### config.mk
export PLATFORM = sky130hd
export DESIGN_NAME = fetch_predictor_flat
export DESIGN_NICKNAME = d
export VERILOG_FILES = /design/src/rtl/fetch_pkg.sv /design/src/rtl/fetch_predictor_if.sv /design/src/rtl/fetch_predictor_bht_2bit.sv /design/src/rtl/fetch_predictor.sv /design/src/flat_wrapper.sv
export SDC_FILE = /design/constraint.sdc
export NUM_CORES = 1
export LEC_CHECK = 0
export BUFFER_PORTS_ARGS = -buffer_cell sky130_fd_sc_hd__buf_4
export CORE_MARGIN = 5
export CORE_UTILIZATION = 55
export DETAILED_ROUTE_END_ITERATION = 12
export PLACE_DENSITY_LB_ADDON = 0.08
export SYNTH_ARGS = -nofsm -noshare
export SYNTH_HDL_FRONTEND = slang
export SYNTH_SLANG_ARGS = --single-unit
### constraint.sdc
create_clock -name clk_i -period 6.7 [get_ports clk_i]
set_clock_uncertainty 0.15 [all_clocks]
set_input_delay 1.005 -clock clk_i [delete_from_list [all_inputs] [get_ports clk_i]]
set_output_delay 1.005 -clock clk_i [all_outputs]
set_load 0.03 [all_outputs]
### src/rtl/fetch_pkg.sv
// Shared decode helpers for the IF-stage predictor: opcodes, link-register test,
// immediate extraction and 2-bit counter encodings.
package fetch_pkg;

    localparam logic [6:0] OP_BRANCH = 7'b1100011;
    localparam logic [6:0] OP_JAL    = 7'b1101111;
    localparam logic [6:0] OP_JALR   = 7'b1100111;

    localparam logic [1:0] SNT = 2'b00;
    localparam logic [1:0] WNT = 2'b01;
    localparam logic [1:0] ST  = 2'b11;

    typedef enum logic [1:0] {
        CF_NONE,
        CF_BRANCH,
        CF_JAL,
        CF_JALR
    } cf_kind_e;

    function automatic logic is_link(input logic [4:0] r);
        return (r == 5'd1) || (r == 5'd5);
    endfunction

    function automatic logic [31:0] imm_b(input logic [31:0] i);
        return {{20{i[31]}}, i[7], i[30:25], i[11:8], 1'b0};
    endfunction

    function automatic logic [31:0] imm_j(input logic [31:0] i);
        return {{12{i[31]}}, i[19:12], i[20], i[30:21], 1'b0};
    endfunction

    // Compressed encodings (low bits != 2'b11) are never treated as control flow.
    function automatic cf_kind_e decode_kind(input logic [31:0] i);
        cf_kind_e k;
        k = CF_NONE;
        if (i[1:0] == 2'b11) begin
            case (i[6:0])
                OP_BRANCH: k = CF_BRANCH;
                OP_JAL:    k = CF_JAL;
                OP_JALR:   k = CF_JALR;
                default:   k = CF_NONE;
            endcase
        end
        return k;
    endfunction

endpackage

### src/rtl/fetch_predictor_if.sv
// Fetch-side bundle: the fetched word, the RAS top-of-stack, and the resulting
// prediction plus RAS push/pop controls.
interface fetch_predictor_if;
    logic        instr_valid_i;
    logic [31:0] pc_i;
    logic [31:0] instr_i;
    logic        ras_valid_i;
    logic [31:0] ras_addr_i;
    logic        ras_push_o;
    logic        ras_pop_o;
    logic [31:0] ras_addr_o;
    logic        pred_taken_o;
    logic [31:0] pred_pc_o;

    modport master (
        output instr_valid_i, pc_i, instr_i, ras_valid_i, ras_addr_i,
        input  ras_push_o, ras_pop_o, ras_addr_o, pred_taken_o, pred_pc_o
    );

    modport slave (
        input  instr_valid_i, pc_i, instr_i, ras_valid_i, ras_addr_i,
        output ras_push_o, ras_pop_o, ras_addr_o, pred_taken_o, pred_pc_o
    );
endinterface

### src/rtl/fetch_predictor_bht_2bit.sv
// Branch history table of saturating 2-bit counters: combinational read,
// synchronous saturating update, no write-to-read bypass.
module bht_2bit
    import fetch_pkg::*;
#(
    parameter int BHT_ENTRIES = 64,
    parameter int BHT_IDX_W   = 6
) (
    input  logic                 clk_i,
    input  logic                 rst_i,
    input  logic [BHT_IDX_W-1:0] rd_idx,
    output logic [1:0]           rd_cnt,
    input  logic                 upd_valid,
    input  logic [BHT_IDX_W-1:0] upd_idx,
    input  logic                 upd_taken
);

    logic [1:0] cnt_q [BHT_ENTRIES];

    assign rd_cnt = cnt_q[rd_idx];

    // NOTE: the table must come out of reset weakly not-taken, so it is built
    // from resettable flops rather than an unreset RAM; <= keeps the read port
    // seeing the pre-edge value during a same-cycle update.
    always_ff @(posedge clk_i or posedge rst_i) begin
        if (rst_i) begin
            for (int i = 0; i < BHT_ENTRIES; i++) begin
                cnt_q[i] <= WNT;
            end
        end else if (upd_valid) begin
            if (upd_taken && cnt_q[upd_idx] != ST) begin
                cnt_q[upd_idx] <= cnt_q[upd_idx] + 2'd1;
            end else if (!upd_taken && cnt_q[upd_idx] != SNT) begin
                cnt_q[upd_idx] <= cnt_q[upd_idx] - 2'd1;
            end
        end
    end

endmodule

### src/rtl/fetch_predictor.sv
// IF-stage next-PC predictor: decodes the fetched word, predicts branches from
// the BHT, returns from the RAS, and drives RAS push/pop controls.
module fetch_predictor
    import fetch_pkg::*;
#(
    parameter int BHT_ENTRIES = 64,
    parameter int BHT_IDX_W   = 6
) (
    input  logic              clk_i,
    input  logic              rst_i,
    input  logic              stall_i,
    input  logic              flush_i,
    fetch_predictor_if.slave  fif,
    input  logic              upd_valid_i,
    input  logic [31:0]       upd_pc_i,
    input  logic              upd_taken_i,
    output logic [31:0]       pred_cnt_o
);

    cf_kind_e    kind;
    logic [1:0]  bht_cnt;
    logic [4:0]  rd, rs1;
    logic        rd_link, rs1_link;
    logic        push_raw, pop_raw, taken_raw;
    logic        act, pred_taken;
    logic [31:0] seq_pc, target;
    logic        unused_addr_bits;

    assign unused_addr_bits = ^{upd_pc_i[31:BHT_IDX_W+2], upd_pc_i[1:0], fif.ras_addr_i[0]};

    bht_2bit #(
        .BHT_ENTRIES (BHT_ENTRIES),
        .BHT_IDX_W   (BHT_IDX_W)
    ) u_bht (
        .clk_i     (clk_i),
        .rst_i     (rst_i),
        .rd_idx    (fif.pc_i[BHT_IDX_W+1:2]),
        .rd_cnt    (bht_cnt),
        .upd_valid (upd_valid_i),
        .upd_idx   (upd_pc_i[BHT_IDX_W+1:2]),
        .upd_taken (upd_taken_i)
    );

    assign kind     = decode_kind(fif.instr_i);
    assign rd       = fif.instr_i[11:7];
    assign rs1      = fif.instr_i[19:15];
    assign rd_link  = is_link(rd);
    assign rs1_link = is_link(rs1);
    assign seq_pc   = fif.pc_i + 32'd4;

    // NOTE: every signal gets a default before the case so no path infers a latch.
    always_comb begin
        push_raw  = 1'b0;
        pop_raw   = 1'b0;
        taken_raw = 1'b0;
        target    = seq_pc;
        case (kind)
            CF_BRANCH: begin
                taken_raw = bht_cnt[1];
                target    = fif.pc_i + imm_b(fif.instr_i);
            end
            CF_JAL: begin
                taken_raw = 1'b1;
                target    = fif.pc_i + imm_j(fif.instr_i);
                push_raw  = rd_link;
            end
            CF_JALR: begin
                // Return-hint table: a link rs1 pops unless rd names the same link.
                push_raw = rd_link;
                pop_raw  = rs1_link && !(rd_link && rd == rs1);
                if (pop_raw && fif.ras_valid_i) begin
                    taken_raw = 1'b1;
                    target    = {fif.ras_addr_i[31:1], 1'b0};
                end
            end
            default: ;
        endcase
    end

    // Prediction ignores stall so the PC mux sees a stable choice while IF is held.
    assign act        = fif.instr_valid_i & ~stall_i & ~flush_i;
    assign pred_taken = fif.instr_valid_i & ~flush_i & taken_raw;

    assign fif.ras_push_o   = act & push_raw;
    assign fif.ras_pop_o    = act & pop_raw;
    assign fif.ras_addr_o   = seq_pc;
    assign fif.pred_taken_o = pred_taken;
    assign fif.pred_pc_o    = pred_taken ? target : seq_pc;

    always_ff @(posedge clk_i or posedge rst_i) begin
        if (rst_i) begin
            pred_cnt_o <= '0;
        end else if (act && pred_taken) begin
            pred_cnt_o <= pred_cnt_o + 32'd1;
        end
    end

endmodule

### src/flat_wrapper.sv
// flat-port wrapper written by rule: the top's interface ports become plain ports
module fetch_predictor_flat import fetch_pkg::*;
#(
    parameter int BHT_ENTRIES = 64,
    parameter int BHT_IDX_W   = 6
)
  (clk_i, rst_i, stall_i, flush_i, upd_valid_i, upd_pc_i, upd_taken_i, pred_cnt_o, fif_instr_valid_i, fif_pc_i, fif_instr_i, fif_ras_valid_i, fif_ras_addr_i, fif_ras_push_o, fif_ras_pop_o, fif_ras_addr_o, fif_pred_taken_o, fif_pred_pc_o);
  fetch_predictor_if fif_i ();
  input  logic clk_i;
  input  logic rst_i;
  input  logic stall_i;
  input  logic flush_i;
  input  logic upd_valid_i;
  input  logic [31:0] upd_pc_i;
  input  logic upd_taken_i;
  output logic [31:0] pred_cnt_o;
  input wire logic [$bits(fif_i.instr_valid_i)-1:0] fif_instr_valid_i;
  input wire logic [$bits(fif_i.pc_i)-1:0] fif_pc_i;
  input wire logic [$bits(fif_i.instr_i)-1:0] fif_instr_i;
  input wire logic [$bits(fif_i.ras_valid_i)-1:0] fif_ras_valid_i;
  input wire logic [$bits(fif_i.ras_addr_i)-1:0] fif_ras_addr_i;
  output wire logic [$bits(fif_i.ras_push_o)-1:0] fif_ras_push_o;
  output wire logic [$bits(fif_i.ras_pop_o)-1:0] fif_ras_pop_o;
  output wire logic [$bits(fif_i.ras_addr_o)-1:0] fif_ras_addr_o;
  output wire logic [$bits(fif_i.pred_taken_o)-1:0] fif_pred_taken_o;
  output wire logic [$bits(fif_i.pred_pc_o)-1:0] fif_pred_pc_o;
  assign fif_i.instr_valid_i = fif_instr_valid_i;
  assign fif_i.pc_i = fif_pc_i;
  assign fif_i.instr_i = fif_instr_i;
  assign fif_i.ras_valid_i = fif_ras_valid_i;
  assign fif_i.ras_addr_i = fif_ras_addr_i;
  assign fif_ras_push_o = fif_i.ras_push_o;
  assign fif_ras_pop_o = fif_i.ras_pop_o;
  assign fif_ras_addr_o = fif_i.ras_addr_o;
  assign fif_pred_taken_o = fif_i.pred_taken_o;
  assign fif_pred_pc_o = fif_i.pred_pc_o;
  fetch_predictor #(.BHT_ENTRIES(BHT_ENTRIES), .BHT_IDX_W(BHT_IDX_W)) u_core (.clk_i(clk_i), .rst_i(rst_i), .stall_i(stall_i), .flush_i(flush_i), .fif(fif_i), .upd_valid_i(upd_valid_i), .upd_pc_i(upd_pc_i), .upd_taken_i(upd_taken_i), .pred_cnt_o(pred_cnt_o));
endmodule
After elaboration in Yosys (flattened, before gate mapping)

Index checks and enable logic that the tools add are counted.

Register bits: 160
Latch bits: 0
Bits in writable memories: 0
Bits in read-only memories: 0
Input port bits: 136
Output and inout port bits: 99
Memories kept: 0

Add/sub/neg operators: 6
Multiply operators: 0
Div/mod/pow operators: 0
$lt $le $gt $ge: 3
Equal/unequal tests: 13
Shift operators: 0
Mux-type cells: 21
Bitwise gates (word level): 10
Reductions and logical operators: 15

Operator list:

| cell                                                                         | number |
|---|---|
| 128-bit bitwise mux                                                          | 2 |
| 128-bit 2-to-1 mux                                                           | 2 |
| 32-bit case mux with 3 select lines                                          | 1 |
| 32-bit adder                                                                 | 2 |
| 32-bit 2-to-1 mux                                                            | 2 |
| 32-bit by 1-bit adder with 32-bit output, second input constant              | 1 |
| 32-bit by 3-bit adder with 32-bit output, second input constant              | 1 |
| 2-bit binary-select mux with 6-bit select                                    | 2 |
| 7-bit equality test, second input constant                                   | 3 |
| 7-bit >= comparator, second input constant                                   | 2 |
| 6-bit inverter with 7-bit output                                             | 2 |
| 2-bit demux with 6-bit select                                                | 1 |
| 2-bit 2-to-1 mux                                                             | 6 |
| 5-bit by 1-bit equality test with 1-bit output, second input constant        | 2 |
| 5-bit by 3-bit equality test with 1-bit output, second input constant        | 2 |
| 1-bit logical AND                                                            | 7 |
| 7-bit by 1-bit less-than comparator with 1-bit output, second input constant | 1 |
| 1-bit bitwise AND                                                            | 6 |
| 2-bit equality test, second input constant                                   | 3 |
| 2-bit case mux with 3 select lines                                           | 1 |
| 5-bit equality test                                                          | 1 |
| 2-bit nonzero test                                                           | 2 |
| 1-bit 2-to-1 mux                                                             | 3 |
| 1-bit case mux with 3 select lines                                           | 1 |
| 9 further kinds                                                              | 12 |

Longest topological paths before layout

Gate-level depths: netlist (run 1).

Depth after elaboration: 10
Mapped depth: 20
Mapped depth without buffers: 18

Hierarchy

A second synthesis (run 1) with hierarchy kept.

Cell total of the unflattened synthesis: 1178
Area total of the unflattened synthesis: 12095.4 sq um

Modules (own cells, without submodules):

| module          | times used | cells an instance | area each (sq um) | sequential area each (sq um) |
|---|---|---|---|---|
| bht_2bit        | 1          | 576               | 7482.2            | 3283.1 |
| fetch_predictor | 1          | 602               | 4613.2            | 800.8 |

Worst setup path before layout (run 1)

No wires, ideal clock.

Path kind: in2out
From: input port fif_instr_i[6]
To: output port fif_pred_pc_o[27]
Arrival time: 4.740 ns
Data required time: 5.545 ns
Slack: 0.805 ns
Stages on the path: 18
Buffers on the path: 1
Cell sequence: nor2b_1 nand4_1 nor2_1 inv_1 ha_1 clkbuf_1 mux2_2 ha_1 inv_1 fa_1 nand2b_1 a21oi_1 o211ai_1 a2111oi_0 o211ai_1 a21oi_1 xnor2_1 o21ai_0

Word-level cells in the longest chain between the ends: 7

RTL lines:

| item                                                                                  | RTL line              | source |
|---|---|---|
| start, declared                                                                       | flat_wrapper.sv:19    | `input wire logic [$bits(fif_i.instr_i)-1:0] fif_instr_i;` |
| 7-bit equality test                                                                   | fetch_pkg.sv:37       | `case (i[6:0])` |
| 2-bit case mux with 3 select lines *                                                  | fetch_pkg.sv:37       |  |
| 2-bit 2-to-1 mux *                                                                    | fetch_pkg.sv:36       | `if (i[1:0] == 2'b11) begin` |
| 2-bit equality test or 2-bit by 1-bit equality test with 1-bit output (tied branches) | fetch_predictor.sv:57 | `case (kind)` |
| 1-bit case mux with 3 select lines                                                    | fetch_predictor.sv:57 |  |
| 1-bit bitwise AND                                                                     | fetch_predictor.sv:82 | `assign pred_taken = fif.instr_valid_i & ~flush_i & taken_raw;` |
| 32-bit 2-to-1 mux *                                                                   | fetch_predictor.sv:88 | `assign fif.pred_pc_o = pred_taken ? target : seq_pc;` |
| end, declared                                                                         | flat_wrapper.sv:26    | `output wire logic [$bits(fif_i.pred_pc_o)-1:0] fif_pred_pc_o;` |

Mark *: on every way between the ends. The rest lies on a longest branch, timed or not.

Final worst setup path (run 1)

From: input port fif_instr_i[4]
To: output port fif_pred_pc_o[23]

Same word-level chain as after synthesis.

==> results.cfg, run 1 <==
[synthesis]
synth_top_cell_area_share_pct = 21.2
post-synth-top-count-cell = mux2_2
synth_area_per_cell_sq_um = 9.80
ys_ff_latch = 160
yosys-top-cells-count = mux2_2 (137), nor2_1 (122), nand2_1 (99), dfrtp_1 (96), dfstp_2 (64)
yosys_warnings = 0
netlist_instances = 1158
yosysTopAreaCell = dfrtp_1
yosysSeqAreaShare_pct = 36.0
synth_ff_type = dfrtp_1
synth_area_sq_um = 11400
synth_area_leaders = dfrtp_1 (21%), dfstp_2 (15%), mux2_2 (14%), ha_1 (4.5%), nor2_1 (4.0%)
async_flop_share_pct = 100
synth-edff-count = 0
synth.distinct_cells = 77
syn_nets = 1336

[critical_path]
path_class = in2out
cp.required_ps = 5540
cp_top_family = compound AO/OA/AOI/OAI gates
worstPathArrival_ps = 5180
worst_path_largest_cell_delay_ps = 490
cp_common_cell = buf_4
critPathSlowestCell = a2111oi_0
cp.depth = 20
end_kind = output port
cp_num_buf_inv = 6
path_cells = buf_4 -> nor2b_1 -> nand4_1 -> nor2_1 -> inv_1 -> ha_1 -> buf_4 -> mux2_2 -> inv_1 -> fa_1 -> nand2b_1 -> a21oi_1 -> o211ai_1 -> a2111oi_0 -> buf_4 -> o211ai_1 -> nand2b_1 -> xnor2_1 -> o21ai_0 -> buf_4
r2r_cells = 14
cp_max_fo = 16
worstSetupStartpointType = primary input

[global_route]
grt_pass1_vias = 10000
grt-ovfl-total = 0
grt_usage_pct = 29.1
grt_pass1_wl_um = 55400
antenna_found_initial = 0
grt_max_degree = 90

[floorplan]
rows = 52
start_util_pct = 55.9
fp.coreArea_sq_um = 20300
io_pins = 235
die-height_um = 154
dieArea_sq_um = 23600
dieWidth_um = 154

[clocking]
clockBufferDepth = 2
cts_buffers = 17
worst_skew_pair.late_latency_ps = 430
cts_tree = built
clock_sinks = 160
cts-resized-gates = 0
cts-htree-levels = 4
postCtsSetupBuffers = 0
clk_pin_slew_worst_paths_ps = 70
holdBufCountCts = 0
cts_root_buf = clkbuf_16

[timing]
hold_viol_final = 0
tightest_slew_ps = 941
fmax_mhz = 158
report.final.slew_viol_count = 0
setup_violations = 0
fin_crit_sh_pct = 94.5
fin_setup_tns_ps = 0
hold-worst-slack_ps = 341
rsz0062_at_grt = no
relSlewSlack_pct = 37.0
fin_crit_ps = 6330

[cells_and_area]
final_cells = 1624
fillers = 1672
drive_gt1_share_pct = 36.0
multi_input_area_sq_um = 6860
fin_nets = 1519
area_growth_syn_to_layout_pct = 20.4
ff_latch_area_sq_um = 4080
antenna_cells = 0

[pwr]
ir_worst_vdd_mv = 0.207
p_leak_uw = 0.00614
total_power_uw = 2880
power_per_cell_area_nw_per_um2 = 211

[status]
outcome = complete, no violations

[worst_hold_path]
hold_class = reg2reg
min_delay_path_depth = 1

[place]
dp_cells = 1592
place_hpwl_um = 26300
gp_congestion = 0.942
portBuffers = 207

[detailed_routing]
drtPass1Iterations = 5
num_vias = 10200
drc_errors = 0
vias_per_cell = 6.26
wl_per_cell_um = 21.8
totalWireLength_um = 35500
ant_nets = 0
drtIter0Drc = 745

[flow_run]
maxCapViolCount = 0
==> path summary, 6_finish.rpt <==
kind | from | end | slack (ps)
max | fif_instr_i[4] | fif_pred_pc_o[23] | 370
min | u_core.pred_cnt_o[15] | u_core.pred_cnt_o[15] | 340
max reg2reg | register | u_core.u_bht.cnt_q[95] | 2530
min reg2reg | u_core.pred_cnt_o[15] | u_core.pred_cnt_o[15] | 340
max in group asynchronous | rst_i | u_core.u_bht.cnt_q[29] | 4430
min in group asynchronous | rst_i | u_core.pred_cnt_o[15] | 560
==> per-layer routing <==
layer	vias up	part of all wire [%]	track usage [%]
li1	4641	-	-
met1	4927	41	37.6
met2	482	47	47.9
met3	118	7.6	5.68
met4	0	3.8	12.8
met5	-	0	0
==> placed cells by master, fill, tap and decap left out, types with 41 or more instances in the layout <==
| cell type | count |
|---|---|
| a22oi_1 | 44 |
| nand2_1 | 99 |
| buf_4 | 225 |
| o21ai_0 | 44 |
| dfstp_2 | 64 |
| nor2_1 | 122 |
| mux2_2 | 137 |
| ha_1 | 41 |
| xnor2_1 | 49 |
| dfrtp_1 | 96 |
| a21oi_1 | 42 |
==> final cells by class <==
| cell class | count | share of cell area [%] |
|---|---|---|
| Multi-Input combinational cell | 909 | 50.2 |
| Sequential cell | 160 | 29.9 |
| Timing Repair Buffer | 225 | 12.4 |
| Clock buffer | 20 | 3.34 |
| Tap cell | 270 | 2.47 |
| Clock inverter | 12 | 0.888 |
| Inverter | 28 | 0.806 |
==> logic make-up after synthesis <==
kind of cell | Yosys count | synth area share, %
multiplexers | 164 | 18.6
AO/OA/AOI/OAI | 247 | 14.8
buffers and inverters | 89 | 3.78
XOR/XNOR | 86 | 6.64
AND/OR/NAND/NOR | 370 | 15.5
flip-flops | 160 | 36.0
adder cells (fa/ha/maj) | 42 | 4.70
==> worst reg2reg max path, delay by kind of cell, from the launching register on <==
family	cells	cell delay [ps]
buffers and inverters	1	80
DFF	1	370
and+or+nand+nor	5	1320
adders and majority gates	1	200
AOI/OAI and AO/OA	4	870
muxes	3	1070
==> where the power goes <==
group | switching [uW] | internal (uW)
Clock | 423 | 540
Combinational | 400 | 324
Sequential | 80.5 | 1120
Total | 903 | 1980
==> stage by stage <==
stage	utilization (%)	cell area (sq um)	worst slack (ps)
floorplan	-	11400	805
CTS	67.3	13700	351
global placement	64.5	13100	407
finish	67.3	13700	368
detailed placement	64.5	13100	352
global route	67.3	13700	151
Power figures use the tool's default switching activity.
==> inputs of run 2 (changes only) <==
Settings changed: REMOVE_ABC_BUFFERS set to 1.
==> results.cfg, run 2 (synthesized netlist as in run 1, its figures left out) <==
[status]
outcome = complete, no violations

[floorplan]
fp.coreArea_sq_um = 20300
rows = 52
die-height_um = 154
dieArea_sq_um = 23600
io_pins = 235
dieWidth_um = 154
start_util_pct = 55.9

[critical_path]
r2r-end = u_core.u_bht.cnt_q[97]
end_kind = output port
cp.required_ps = 5540
regToRegSetupSlack_ps = 2430
cp_max_fo = 4
cp_common_cell = buf_4
critPathSlowestCell = a2111oi_0
worst_path_largest_cell_delay_ps = 450
r2r_cells = 14
worstSetupStartpointType = primary input
crit_path_end = fif_pred_pc_o[27]
path_cells = buf_4 -> nor2b_1 -> nand4_1 -> nor2_1 -> inv_1 -> ha_1 -> mux2_2 -> ha_1 -> inv_1 -> fa_1 -> nand2b_1 -> a21oi_1 -> o211ai_1 -> a2111oi_0 -> buf_4 -> o211ai_1 -> a21oi_1 -> xnor2_1 -> o21ai_0 -> buf_4
startpoint = fif_instr_i[4]
path_class = in2out
worstPathArrival_ps = 4950

[global_route]
grt_pass1_vias = 10100
antenna_found_initial = 0
grt_max_degree = 109
grt-ovfl-total = 0
grt_pass1_wl_um = 55700
grt_usage_pct = 29.4

[pwr]
p_leak_uw = 0.00613
ir_worst_vdd_mv = 0.230
total_power_uw = 2900
power_per_cell_area_nw_per_um2 = 212

[detailed_routing]
num_vias = 10200
drtPass1Iterations = 5
drc_errors = 0
ant_nets = 0
drtIter0Drc = 868
totalWireLength_um = 35800
wl_per_cell_um = 22.1
vias_per_cell = 6.28

[cells_and_area]
final_cells = 1620
final_common_cell = buf_4
fillers = 1651
drive_gt1_share_pct = 35.8
layout_common_cells = buf_4 (221), mux2_2 (137), nor2_1 (122), nand2_1 (99), dfrtp_1 (96)
area_growth_syn_to_layout_pct = 20.2
antenna_cells = 0
multi_input_area_sq_um = 6860
ff_latch_area_sq_um = 4080
fin_nets = 1515

[clocking]
worst_skew_pair.late_latency_ps = 430
postCtsSetupBuffers = 0
cts-resized-gates = 0
clk_pin_slew_worst_paths_ps = 70
clockBufferDepth = 2
holdBufCountCts = 0
cts_root_buf = clkbuf_16
cts_tree = built
cts_buffers = 17
cts-htree-levels = 4
clock_sinks = 160

[timing]
report.final.slew_viol_count = 0
fin_crit_sh_pct = 91.1
hold_viol_final = 0
rsz0062_at_grt = no
setup_violations = 0
fin_crit_ps = 6100
tightest_slew_ps = 998
fin_setup_tns_ps = 0
relSlewSlack_pct = 33.2
fmax_mhz = 164
fin_ws_ps = 598

[place]
place_hpwl_um = 26100
dp_cells = 1588
pre_cts_ws_ps = 608
portBuffers = 207
gp_congestion = 0.936

[worst_hold_path]
hold_class = reg2reg

[flow_run]
maxCapViolCount = 0
-- run 2: layout make-up --
type                       count  share of cell area [%]
timing repair buffer         221                    12.2
tap                          270                    2.48
sequential                   160                    29.9
clock inverter                13                    1.13
inverter                      28                   0.807
clock buffer                  19                    3.17
multi-input combinational    909                    50.3
-- run 2: through the flow --
stage | hold slack, ps | area, sq um | util, %
global route | 365 | 13600 | 67.2
detailed placement | 338 | 13100 | 64.3
finish | 346 | 13600 | 67.2
floorplan | 339 | 11000 | -
global placement | 334 | 13100 | 64.3
CTS | 349 | 13600 | 67.2
-- run 2: routing by layer --
layer / up-vias / track usage [%] / part of all wire [%]
li1: 4630 / - / -
met1: 5019 / 38.0 / 41
met2: 456 / 49.8 / 48
met3: 74 / 5.62 / 7.3
met4: 0 / 9.63 / 2.8
met5: - / 0 / 0
-- run 2: worst min-delay path by stage --
| stage | start | end | slack (ps) | cells past startpoint |
|---|---|---|---|---|
| 2_1_floorplan | u_core.u_bht.cnt_q[23] | u_core.u_bht.cnt_q[23] | 340 | 1 |
| 3_3_place_gp | u_core.pred_cnt_o[2] | u_core.pred_cnt_o[2] | 330 | 1 |
| 3_5_place_dp | u_core.pred_cnt_o[15] | u_core.pred_cnt_o[15] | 340 | 1 |
| 4_1_cts | u_core.pred_cnt_o[15] | u_core.pred_cnt_o[15] | 350 | 1 |
| 5_1_grt | u_core.pred_cnt_o[15] | u_core.pred_cnt_o[15] | 370 | 1 |
| 6_report | u_core.pred_cnt_o[15] | u_core.pred_cnt_o[15] | 350 | 1 |
-- run 2: report_power, final --
part / internal, uW / switching, uW / total, uW
Combinational: 324 / 404 / 728
Clock: 558 / 415 / 972
Sequential: 1120 / 80.3 / 1200
-- run 2: worst max-delay path: cells and delay by family --
kind	cells	cell delay, ps
AOI/OAI and AO/OA	6	1390
adders and majority gates	3	910
buffers and inverters	5	680
and+or+nand+nor	4	620
muxes	1	240
xor gates and xnor gates	1	100
==> inputs of run 3 (changes only) <==
Settings changed: SYNTH_HIERARCHICAL set to 1.
==> results.cfg, run 3 <==
[timing]
hold_viol_final = 0
fin_ws_ps = 373
fin_crit_sh_pct = 94.4
fmax_mhz = 158
fin_crit_ps = 6330
setup_violations = 0
fin_setup_tns_ps = 0
tightest_slew_ps = 1210
report.final.slew_viol_count = 0
relSlewSlack_pct = 19.4
rsz0062_at_grt = no

[clocking]
cts-resized-gates = 0
clk_pin_slew_worst_paths_ps = 70
cts_tree = built
cts-htree-levels = 4
cts_root_buf = clkbuf_16
cts_buffers = 17
worst_skew_pair.late_latency_ps = 430
clock_sinks = 160
postCtsSetupBuffers = 0
holdBufCountCts = 0
clockBufferDepth = 2

[detailed_routing]
totalWireLength_um = 36700
wl_per_cell_um = 22.7
drc_errors = 0
vias_per_cell = 6.33
ant_nets = 0
num_vias = 10200
drtPass1Iterations = 5
drtIter0Drc = 705

[place]
dp_cells = 1586
portBuffers = 207
place_hpwl_um = 27300
pre_cts_ws_ps = 429
post_dp_cell_area_sq_um = 13300
gp_congestion = 0.927

[synthesis]
synth_area_per_cell_sq_um = 10.1
yosys_warnings = 6
synth_area_sq_um = 11600
netlist_instances = 1149

[cells_and_area]
area_growth_syn_to_layout_pct = 20.0
drive_gt1_share_pct = 37.8
layout_common_cells = buf_4 (223), nand2_1 (139), mux2_2 (137), dfrtp_1 (96), dfstp_2 (64)
final_common_cell = buf_4
fin_nets = 1508
final_cells = 1619
stdcell_area_sq_um = 13900

[critical_path]
end_kind = output port
path_class = in2out
r2r_cells = 11
worstSetupStartpointType = primary input
regToRegSetupSlack_ps = 2590
cp_max_fo = 13
r2r-end = u_core/u_bht/cnt_q[15]
worstPathArrival_ps = 5170
cp.required_ps = 5540

[floorplan]
start_util_pct = 55.5
dieArea_sq_um = 24100
die-height_um = 155
dieWidth_um = 155
io_pins = 235
fp.coreArea_sq_um = 20900
rows = 53

[pwr]
combPwrFrac_pct = 25.9
p_leak_uw = 0.00623
ir_worst_vdd_mv = 0.196
switching_share_pct = 31.3
power_frac_seq_pct = 41.6
power_frac_clock_pct = 32.6
total_power_uw = 2920
power_switching_uw = 913
power_per_cell_area_nw_per_um2 = 210
p_int_uw = 2010

[global_route]
grt_max_degree = 81
antenna_found_initial = 1
grt-ovfl-total = 0
grt_pass1_vias = 10100
grt_pass1_wl_um = 56900
grt_usage_pct = 30.0

[flow_run]
maxCapViolCount = 0

[status]
outcome = complete, no violations

[worst_hold_path]
hp-start = u_core/pred_cnt_o[31]
hold_class = reg2reg
min_to = u_core/pred_cnt_o[31]
min_delay_path_depth = 1
## run 3: how the worst max path moves through the flow
stage / depth (start not counted) / end / slack [ps] / from
final: 19 / fif_pred_pc_o[31] / 370 / fif_instr_i[4]
after global routing: 19 / fif_pred_pc_o[31] / 40 / fif_instr_i[4]
after CTS: 19 / fif_pred_pc_o[31] / 430 / fif_instr_i[4]
after detailed placement: 19 / fif_pred_pc_o[31] / 430 / fif_instr_i[4]
after global placement: 19 / fif_pred_pc_o[31] / 520 / fif_instr_i[4]
after floorplan: 17 / fif_pred_pc_o[25] / 560 / fif_instr_i[6]
## run 3: stage by stage
stage	hold WS [ps]	utilization, %
global placement	312	63.8
global route	360	66.6
finish	340	66.6
floorplan	338	-
CTS	336	66.6
detailed placement	326	63.8
## run 3: power by group through the flow
stage / clock [uW] / combinational (uW) / sequential (uW)
after CTS: 968 / 752 / 1210
final: 951 / 756 / 1210
after global routing: 1020 / 815 / 1230
after floorplan: 0 / 488 / 1190
after detailed placement: 0 / 750 / 1230
after global placement: 0 / 738 / 1220
## run 3: layout make-up
cell class | count | area, sq um
Antenna cell | 1 | 2.50
Clock buffer | 18 | 429
Clock inverter | 14 | 151
Fill cell | 1701 | 6970
Inverter | 33 | 126
Multi-Input combinational cell | 894 | 7090
Sequential cell | 160 | 4080
Tap cell | 275 | 344
Timing Repair Buffer | 224 | 1690
## run 3: metal layers
layer	global-route usage (%)	vias up	part of all wire, %
met3	5.87	101	8.4
met5	0	-	0
met4	14.4	0	4.4
li1	-	4659	-
met1	38.3	5004	39
met2	49.4	477	48
## run 3: critical path, stage by stage
cell	delay (ps)
buf_4	110
nor2b_1	110
nand4_1	150
inv_1	80
nand2_1	90
inv_1	90
ha_1	270
buf_4	240
mux2_2	390
ha_1	320
nor2b_1	180
o31a_1	260
o31ai_1	360
o211ai_1	200
a21oi_1	360
nor4bb_1	160
or4_1	520
nand3_1	100
buf_4	160
